## src/rtl/model_port_pkg.sv

```systemverilog
// model_port_pkg: state type and small index helpers shared by the model-port arbiter files
package model_port_pkg;

    typedef enum logic [1:0] {IDLE, BUSY, GAP} state_t;

    function automatic int data_w(input int msb, input int lsb);
        return msb - lsb + 1;
    endfunction

    function automatic int unsigned onehot_bit(input int unsigned idx);
        return 32'd1 << idx;
    endfunction

    function automatic int unsigned next_idx(input int unsigned idx, input int unsigned n);
        return (idx + 32'd1 == n) ? 32'd0 : idx + 32'd1;
    endfunction

endpackage

```

## src/rtl/model_port_arbiter_if.sv

```systemverilog
// model_port_arbiter_if: requester, shared-instance and response signals around the arbiter
interface model_port_arbiter_if #(
    parameter int NUM_REQ  = 4,
    parameter int DATA_MSB = 2,
    parameter int DATA_LSB = -2
);
    import model_port_pkg::*;

    localparam int W  = data_w(DATA_MSB, DATA_LSB);
    localparam int IW = $clog2(NUM_REQ);

    logic [NUM_REQ-1:0]       req;
    logic [NUM_REQ-1:0]       req_last;
    logic [NUM_REQ*W-1:0]     req_i0;
    logic [NUM_REQ*W-1:0]     req_i1;
    logic [NUM_REQ-1:0]       gnt;
    logic [DATA_MSB:DATA_LSB] shared_i0;
    logic [DATA_LSB:DATA_MSB] shared_i1;
    logic [DATA_MSB:DATA_LSB] shared_o0;
    logic [DATA_LSB:DATA_MSB] shared_o1;
    logic                     rsp_valid;
    logic [IW-1:0]            rsp_id;
    logic [DATA_MSB:DATA_LSB] rsp_o0;
    logic [DATA_LSB:DATA_MSB] rsp_o1;

    modport slave (
        input  req, req_last, req_i0, req_i1, shared_o0, shared_o1,
        output gnt, shared_i0, shared_i1, rsp_valid, rsp_id, rsp_o0, rsp_o1
    );

    modport master (
        output req, req_last, req_i0, req_i1, shared_o0, shared_o1,
        input  gnt, shared_i0, shared_i1, rsp_valid, rsp_id, rsp_o0, rsp_o1
    );

endinterface

```

## src/rtl/model_port_arbiter_rr_pick.sv

```systemverilog
// rr_pick: combinational round-robin search for the first set request at or after a pointer
module rr_pick #(
    parameter int N = 4,
    localparam int IW = (N > 1) ? $clog2(N) : 1
) (
    input  logic [N-1:0]  req,
    input  logic [IW-1:0] ptr,
    output logic          valid,
    output logic [IW-1:0] idx
);

    function automatic logic [IW-1:0] wrap_add(input logic [IW-1:0] a, input int b);
        logic [IW:0] s;
        s = {1'b0, a} + (IW+1)'(b);
        return (s >= (IW+1)'(N)) ? IW'(s - (IW+1)'(N)) : s[IW-1:0];
    endfunction

    // scan from the farthest offset down so the nearest requester after ptr wins
    always_comb begin
        valid = 1'b0;
        idx   = '0;
        for (int i = N - 1; i >= 0; i--) begin
            if (req[wrap_add(ptr, i)]) begin
                valid = 1'b1;
                idx   = wrap_add(ptr, i);
            end
        end
    end

endmodule

```

## src/rtl/model_port_arbiter.sv

```systemverilog
// model_port_arbiter: round-robin burst arbiter in front of one shared two-port model instance
module model_port_arbiter
    import model_port_pkg::*;
#(
    parameter int NUM_REQ   = 4,
    parameter int DATA_MSB  = 2,
    parameter int DATA_LSB  = -2,
    parameter int MAX_BURST = 4
) (
    input  logic                clk,
    input  logic                rst_n,
    model_port_arbiter_if.slave bus
);

    localparam int W  = data_w(DATA_MSB, DATA_LSB);
    localparam int IW = $clog2(NUM_REQ);
    localparam int CW = (MAX_BURST > 1) ? $clog2(MAX_BURST) : 1;

    state_t        state, state_nxt;
    logic [IW-1:0] owner, rr_ptr, pick_idx, sel, beat_id;
    logic [CW-1:0] count;
    logic          pick_valid, active, beat, burst_end, beat_q;
    logic [W-1:0]  op0, op1;

    rr_pick #(.N(NUM_REQ)) u_pick (
        .req   (bus.req),
        .ptr   (rr_ptr),
        .valid (pick_valid),
        .idx   (pick_idx)
    );

    assign op0 = bus.req_i0[sel*W +: W];
    assign op1 = bus.req_i1[sel*W +: W];

    // grant, beat qualification and next state; IDLE grants the picked requester in the same cycle
    always_comb begin
        sel       = (state == IDLE) ? pick_idx : owner;
        active    = (state == BUSY) || (state == IDLE && pick_valid);
        beat      = active && bus.req[sel];
        burst_end = (state == BUSY && !bus.req[sel]) ||
                    (beat && (bus.req_last[sel] || count == CW'(MAX_BURST - 1)));
        bus.gnt   = active ? NUM_REQ'(onehot_bit(32'(sel))) : '0;
        state_nxt = (state == GAP) ? IDLE : burst_end ? GAP : active ? BUSY : IDLE;
    end

    // state register
    always_ff @(posedge clk or negedge rst_n) begin
        if (!rst_n) state <= IDLE;
        else        state <= state_nxt;
    end

    // owner latch, round-robin pointer advance in GAP, beats taken in the current burst
    always_ff @(posedge clk or negedge rst_n) begin
        if (!rst_n) begin
            owner  <= '0;
            rr_ptr <= '0;
            count  <= '0;
        end else begin
            if (state == IDLE) owner <= pick_idx;
            if (state == GAP) rr_ptr <= IW'(next_idx(32'(owner), 32'(NUM_REQ)));
            count <= (state == GAP) ? '0 : beat ? count + 1'b1 : count;
        end
    end

    // operand registers; flat bit j lands on numeric index DATA_LSB+j in either range direction
    always_ff @(posedge clk or negedge rst_n) begin
        if (!rst_n) begin
            bus.shared_i0 <= '0;
            bus.shared_i1 <= '0;
        end else if (beat) begin
            for (int j = 0; j < W; j++) begin
                bus.shared_i0[DATA_LSB + j] <= op0[j];
                bus.shared_i1[DATA_LSB + j] <= op1[j];
            end
        end
    end

    // beat marker delayed to line up with the shared instance output
    always_ff @(posedge clk or negedge rst_n) begin
        if (!rst_n) begin
            beat_q  <= 1'b0;
            beat_id <= '0;
        end else begin
            beat_q  <= beat;
            beat_id <= sel;
        end
    end

    // response capture; data and id hold between strobes
    always_ff @(posedge clk or negedge rst_n) begin
        if (!rst_n) begin
            bus.rsp_valid <= 1'b0;
            bus.rsp_id    <= '0;
            bus.rsp_o0    <= '0;
            bus.rsp_o1    <= '0;
        end else begin
            bus.rsp_valid <= beat_q;
            if (beat_q) begin
                bus.rsp_id <= beat_id;
                bus.rsp_o0 <= bus.shared_o0;
                bus.rsp_o1 <= bus.shared_o1;
            end
        end
    end

endmodule
```

## src/flat_wrapper.sv

```systemverilog
// flat-port wrapper written by rule: the top's interface ports become plain ports
module model_port_arbiter_flat import model_port_pkg::*;
#(
    parameter int NUM_REQ   = 4,
    parameter int DATA_MSB  = 2,
    parameter int DATA_LSB  = -2,
    parameter int MAX_BURST = 4
)
  (clk, rst_n, bus_req, bus_req_last, bus_req_i0, bus_req_i1, bus_shared_o0, bus_shared_o1, bus_gnt, bus_shared_i0, bus_shared_i1, bus_rsp_valid, bus_rsp_id, bus_rsp_o0, bus_rsp_o1);
  model_port_arbiter_if #(.NUM_REQ(NUM_REQ), .DATA_MSB(DATA_MSB), .DATA_LSB(DATA_LSB)) bus_i ();
  input  logic clk;
  input  logic rst_n;
  input wire logic [$bits(bus_i.req)-1:0] bus_req;
  input wire logic [$bits(bus_i.req_last)-1:0] bus_req_last;
  input wire logic [$bits(bus_i.req_i0)-1:0] bus_req_i0;
  input wire logic [$bits(bus_i.req_i1)-1:0] bus_req_i1;
  input wire logic [$bits(bus_i.shared_o0)-1:0] bus_shared_o0;
  input wire logic [$bits(bus_i.shared_o1)-1:0] bus_shared_o1;
  output wire logic [$bits(bus_i.gnt)-1:0] bus_gnt;
  output wire logic [$bits(bus_i.shared_i0)-1:0] bus_shared_i0;
  output wire logic [$bits(bus_i.shared_i1)-1:0] bus_shared_i1;
  output wire logic [$bits(bus_i.rsp_valid)-1:0] bus_rsp_valid;
  output wire logic [$bits(bus_i.rsp_id)-1:0] bus_rsp_id;
  output wire logic [$bits(bus_i.rsp_o0)-1:0] bus_rsp_o0;
  output wire logic [$bits(bus_i.rsp_o1)-1:0] bus_rsp_o1;
  assign bus_i.req = bus_req;
  assign bus_i.req_last = bus_req_last;
  assign bus_i.req_i0 = bus_req_i0;
  assign bus_i.req_i1 = bus_req_i1;
  assign bus_i.shared_o0 = bus_shared_o0;
  assign bus_i.shared_o1 = bus_shared_o1;
  assign bus_gnt = bus_i.gnt;
  assign bus_shared_i0 = bus_i.shared_i0;
  assign bus_shared_i1 = bus_i.shared_i1;
  assign bus_rsp_valid = bus_i.rsp_valid;
  assign bus_rsp_id = bus_i.rsp_id;
  assign bus_rsp_o0 = bus_i.rsp_o0;
  assign bus_rsp_o1 = bus_i.rsp_o1;
  model_port_arbiter #(.NUM_REQ(NUM_REQ), .DATA_MSB(DATA_MSB), .DATA_LSB(DATA_LSB), .MAX_BURST(MAX_BURST)) u_core (.clk(clk), .rst_n(rst_n), .bus(bus_i));
endmodule
```

## config.mk

```make
export PLATFORM = sky130hd
export DESIGN_NAME = model_port_arbiter_flat
export DESIGN_NICKNAME = d
export VERILOG_FILES = /design/src/rtl/model_port_pkg.sv /design/src/rtl/model_port_arbiter_if.sv /design/src/rtl/model_port_arbiter_rr_pick.sv /design/src/rtl/model_port_arbiter.sv /design/src/flat_wrapper.sv
export SDC_FILE = /design/constraint.sdc
export NUM_CORES = 1
export LEC_CHECK = 0
export CAP_MARGIN = 30
export CORE_UTILIZATION = 42
export CTS_BUF_LIST = sky130_fd_sc_hd__clkbuf_4
export CTS_CLUSTER_DIAMETER = 200
export DETAILED_ROUTE_END_ITERATION = 8
export GPL_TIMING_DRIVEN = 1
export PLACE_DENSITY = 0.83
export SLEW_MARGIN = 20
export SYNTH_ARGS = -nofsm -noshare
export SYNTH_HDL_FRONTEND = slang
export SYNTH_SLANG_ARGS = --single-unit
export TNS_END_PERCENT = 10
```

## constraint.sdc

```tcl
create_clock -name clk -period 3.3 [get_ports clk]
set_input_delay 0.66 -clock clk [delete_from_list [all_inputs] [get_ports clk]]
set_output_delay 0.66 -clock clk [all_outputs]
set_load 0.02 [all_outputs]
```

==> impl_metrics.py <==
metrics = {
    "run_status": {
        "status": "completed",
    },
    "critical_path": {
        "crit_arrival_ns": 2.39,
        "endpoint_kind": "primary output",
        "r2r_start": "u_core.state[1]$_DFF_PN0_",
        "ff2ff_path_depth": 8,
        "reg2reg_to": "u_core.bus.shared_i0[-2]$_DFFE_PN0P_",
        "regToRegSetupSlack_ns": 0.64,
        "cp-start-kind": "primary input",
        "worstPathMaxFanout": 5,
        "critical_path.endpoint": "bus_gnt[0]",
        "crit_type": "in2out",
        "startpoint": "bus_req[0]",
        "required_ns": 2.64,
    },
    "sta": {
        "timing.final.crit_period_ns": 3.05,
        "final-setup-viol-count": 0,
        "worstMarginPinSlew_ns": 0.696,
        "slew_viol_final": 0,
        "clock.fmax_mhz": 328,
        "hold_viol_final": 0,
        "rsz0062_at_grt": "false",
        "final.setup_skew_ns": 0.00938,
        "worst_slew_margin_rel": 0.531,
        "finalCritPeriodShare": 0.923,
    },
    "detailed_routing": {
        "avgViaCountPerCell": 5.17,
        "drt-total-wl_um": 4170,
        "postRouteAntennaNets": 0,
        "dr.pass1.iters": 4,
        "via_count": 1545,
        "wl_per_cell_um": 13.9,
        "drtIter0Drc": 77,
        "drc": 0,
    },
    "place": {
        "gp_congestion": 0.913,
        "placed_area_um2": 2760,
        "hpwl_um": 3240,
        "port-buffer-count": 86,
        "dp_cells": 291,
    },
    "logic_synthesis": {
        "ys_top_cells_by_count": "mux2i_1 (34), dfrtp_1 (32), mux2_2 (15)",
        "synthFlopType": "dfrtp_1",
        "synth_top_area_frac": 0.449,
        "ys_top_cells_by_area": "dfrtp_1 (45%), mux2i_1 (19%), mux2_2 (9.5%)",
        "syn_area_per_cell_um2": 11.9,
        "ys_types": 35,
        "synth_edf_count": 0,
        "seq_area_frac_synth": 0.449,
        "synthesis.nets": 212,
        "async_flop_share": 1.00,
        "synth_top_area_cell": "dfrtp_1",
        "ys_warn_count": 0,
        "ys_ff_latch": 32,
        "synth_most_common_cell": "mux2i_1",
        "netlist_instances": 150,
        "syn_area_um2": 1780,
    },
    "clock_tree": {
        "cts.sinks": 32,
        "htree_levels": 2,
        "cts_made_buffers": 5,
        "clk_pin_slew_worst_paths_ns": 0.10,
        "cts_setup_buffers": 0,
        "cts_max_path_buffers": 2,
        "cts-root-buf": "clkbuf_4",
        "cts_tree": "done",
        "clk_latency_ns": 0.33,
    },
    "floorplan": {
        "die_w_um": 67.2,
        "dieArea_um2": 4510,
        "row_count": 23,
        "ios": 87,
        "start_util": 0.443,
        "core_area_um2": 4030,
        "fp.dieH_um": 67.2,
    },
    "power": {
        "max-vdd-ir-drop_uv": 453,
        "powerDensity_nw_per_um2": 930,
        "finalPower_uw": 2670,
        "p_leak_uw": 0.00131,
    },
    "grt": {
        "antenna_found_initial": 0,
        "gr-total-overflow": 0,
        "grt_pass1_wl_um": 6810,
        "first_global_vias": 1497,
        "track_usage": 0.203,
        "grt_max_degree": 33,
    },
    "finish": {
        "syn_to_final_growth_pct": 60.8,
        "multi_input_area_um2": 955,
        "fin_cells": 299,
        "nets": 310,
        "final-seq-area_um2": 801,
        "layout-drive-gt1-share": 0.173,
        "n_antenna_cell": 0,
        "fillers": 322,
        "stdcell_area_um2": 2870,
    },
    "flow_run": {
        "cap_violations": 0,
    },
    "min_path": {
        "hold_path.class": "in2async",
    },
}
==> cells by family (layout without fill, tap and decap cells) <==
kind of cell / after synthesis / in the layout / share of synthesized area
buffers and inverters: 12 / 111 / 0.0316
flip-flops: 32 / 32 / 0.449
adder cells (fa/ha/maj): 2 / 2 / 0.0140
AND/OR/NAND/NOR: 28 / 28 / 0.0870
multiplexers: 57 / 57 / 0.336
AO/OA/AOI/OAI: 19 / 19 / 0.0821
==> registers in the layout, summed over array words and instances (netlist names), 2 cells and up <==
| name | flops |
|---|---|
| u_core.count | 2 |
| u_core.bus.rsp_o0 | 3 |
| u_core.bus.shared_i1 | 3 |
| u_core.bus.rsp_o1 | 3 |
| u_core.bus.rsp_id | 2 |
| u_core.state | 2 |
| u_core.owner | 2 |
| u_core.rr_ptr | 2 |
| u_core.bus.shared_i0 | 3 |
==> worst min path at each step <==
stage,end,cells after the start,slack [ns],startpoint
floorplan,u_core.beat_q$_DFF_PN0_,0,0.36,rst_n
global placement,u_core.bus.shared_i1[2]$_DFFE_PN0P_,1,0.47,u_core.bus.shared_i1[2]$_DFFE_PN0P_
detailed placement,u_core.bus.shared_i0[2]$_DFFE_PN0P_,1,0.47,u_core.bus.shared_i0[2]$_DFFE_PN0P_
CTS,u_core.bus.rsp_id[0]$_DFFE_PN0P_,1,0.38,rst_n
global route,u_core.bus.rsp_id[0]$_DFFE_PN0P_,1,0.40,rst_n
finish,u_core.rr_ptr[1]$_DFFE_PN0P_,1,0.37,rst_n
==> per-layer routing <==
layer / up-vias / GRT usage / share of wire
li1: 751 / - / -
met1: 736 / 0.244 / 0.43
met2: 54 / 0.346 / 0.50
met3: 4 / 0.0557 / 0.065
met4: 0 / 0.0718 / 0.0065
met5: - / 0 / 0
==> cells in the final DEF, fill, tap and decap left out, drive strengths merged <==
cell / count
nand2b: 2
nand4b: 1
o211a: 1
or4: 1
dfrtp: 32
o311ai: 1
a31o: 1
clkinv: 2
inv: 5
nor2: 6
nand4bb: 1
a31oi: 4
a221oi: 1
and3: 2
nor3: 4
dlygate4sd2: 1
mux2i: 34
nor2b: 2
nor3b: 2
nand2: 5
o41ai: 1
bufinv: 1
clkbuf: 6
clkdlybuf4s50: 81
a22o: 1
o31ai: 1
mux2: 23
o21ai: 3
a21o: 2
a21oi: 3
and2: 1
buf: 12
dlymetal6s2s: 3
ha: 2
nand3b: 1
==> power by group <==
part	switching [µW]	internal, µW
clock	133	167
combinational	758	864
sequential	151	592
total	1040	1620
==> stage by stage <==
| step | setup WS [ns] | TNS (ns) | util | hold WS [ns] |
|---|---|---|---|---|
| detailed placement | -0.0355 | -0.0529 | 0.686 | 0.474 |
| global placement | 0.00827 | 0 | 0.686 | 0.467 |
| finish | 0.253 | 0 | 0.711 | 0.368 |
| global route | 0.183 | 0 | 0.711 | 0.404 |
| floorplan | 0.546 | 0 | - | 0.364 |
| CTS | 0.0405 | 0 | 0.707 | 0.385 |
==> area by class of cell <==
type                            instances  share of cell area
Tap cell                               50              0.0218
Clock buffer                            6              0.0157
Timing Repair Buffer                   97               0.330
Inverter                                6             0.00829
Sequential cell                        32               0.279
Multi-Input combinational cell        106               0.333
Clock inverter                          2              0.0122
==> worst max-delay path, stage by stage <==
cell,delay (ns)
clkdlybuf4s50_1,0.54
nand2_1,0.13
a21o_1,0.24
a31oi_4,0.21
inv_2,0.08
nor3_1,0.18
dlygate4sd2_1,0.35
==> repair_timing <==
action / 4_1_cts / 5_1_grt
resized for setup: 2 / 5
hold buffers: 0 / 0
setup endpoints to repair: 2 / 3
No activity file was read; power rests on OpenSTA's default activity.
==> RTL edit, RTL diff (same settings) <==
Re-encode `state_t` (3 states) as one-hot, 3 bits wide.
--- a/src/rtl/model_port_pkg.sv
+++ b/src/rtl/model_port_pkg.sv
@@ -2,5 +2,5 @@
 package model_port_pkg;
 
-    typedef enum logic [1:0] {IDLE, BUSY, GAP} state_t;
+    typedef enum logic [2:0] {IDLE = 3'b001, BUSY = 3'b010, GAP = 3'b100} state_t;
 
     function automatic int data_w(input int msb, input int lsb);
Check against the original RTL: same outputs for any inputs over 10 cycles, from zero or initial values and one cycle with rst_n low; not proved beyond that.
==> RTL edit against the unedited design <==
Power rose by 8.7%; synthesized cell count grew 11%; non-clock buffer count increased by 4; wire length is 2.7% higher; sequential cell count is 1 higher; count of clock-buffer cells in the layout is the same; area after synthesis rose by 8.4%; setup slack worse by 100 ps; maximum frequency is 3.3% lower; cell area increased by 3.9%; die area rose by 8.1%; critical endpoint is now bus_gnt[3]; largest cell class unchanged; highest routed layer unchanged.
==> RTL edit: results (changes against the unedited design) <==
layout cell share with drive strength beyond 1=0.202 (+0.0296); reg2reg setup slack=800 ps (+160 ps); Synth Area in Adders=0.0130 (-0.00108); vias in the first global route=1650 (+10%); post-synthesis mux area share=0.312 (-0.0246); All-Layer GR Usage=0.181 (-0.0224); synth unique cells=42 (+20%); router iterations before antenna repair=5 (+1); DP HPWL=3380 um (+4.4%); Vias/cell=5.15 (-0.32%); Max-slew headroom=0.528 (-0.00300); global-route wire length before repair=7090 um (+4.2%); WL/cell=13.4 um (-3.8%); CP max FO=4 (-1); First DRT Iteration DRCs=72 (-6.5%); nets=328 (+5.8%); wire length on met3=290 um (+7.0%); CP max stage delay=500 ps (-40 ps); Max rail drop VDD=0.479 mV (+5.7%); gpl congestion=0.873 (-4.5%); largest net degree at the start of global routing=34 (+3.0%); reg-to-reg endpoint=u_core.bus.shared_i0[-1]$_DFFE_PN0P_; Post-synth top cells=dfrtp_1, mux2i_1, mux2_2; global-route track usage on met1=0.224 (-0.0203); Net Count, Synth=228 (+7.5%); status=completed; Reg-to-Reg Start=u_core.state[0]$_DFF_PN1_; WL met1=1770 um (-0.51%)
## RTL edit: cell types whose count changed after synthesis, sizes merged, moves of 2 or more
cell / before / now
a21o: 2 / 0
mux2i: 34 / 32
nand2: 5 / 9
and3: 2 / 0
nor2: 6 / 9
nand4: 0 / 2
a211oi: 0 / 2
buf: 6 / 8
## RTL edit: repair_timing
item / CTS / global route
resized for setup: 5 / 0
endpoints found under the setup margin: 4 / 0
hold buffers: 0 / 0
## RTL edit: layout make-up
class	instances	area, um2
fill	370	1410
timing repair buffer	101	963
tap	52	65.1
clock buffer	6	45.0
inverter	7	38.8
sequential	33	827
multi-input combinational	118	1000
clock inverter	2	33.8
## RTL edit: power by group
part	internal (W)	switching, W
combinational	0.000993	0.000844
sequential	0.000610	0.000152
clock	0.000166	0.000133
## RTL edit: worst max path at each step
| stage | start | endpoint | slack, ps | cells past startpoint |
|---|---|---|---|---|
| floorplan | bus_req[2] | bus_gnt[0] | 650 | 8 |
| global placement | bus_req[3] | bus_gnt[0] | -130 | 8 |
| detailed placement | bus_req[1] | bus_gnt[1] | -180 | 8 |
| CTS | bus_req[0] | bus_gnt[3] | 150 | 8 |
| global route | bus_req[1] | bus_gnt[0] | 70 | 8 |
| finish | bus_req[0] | bus_gnt[3] | 150 | 8 |
## RTL edit: metrics by stage
stage               hold slack, ps  cells  instance area (um2)  total power, W  setup WS [ps]
floorplan                      364    166                 1930         0.00202            652
global placement               470    311                 2900         0.00259           -127
detailed placement             482    311                 2900         0.00263           -184
CTS                            394    319                 2980         0.00292            151
global route                   413    319                 2980         0.00310           67.9
finish                         384    319                 2980         0.00290            148
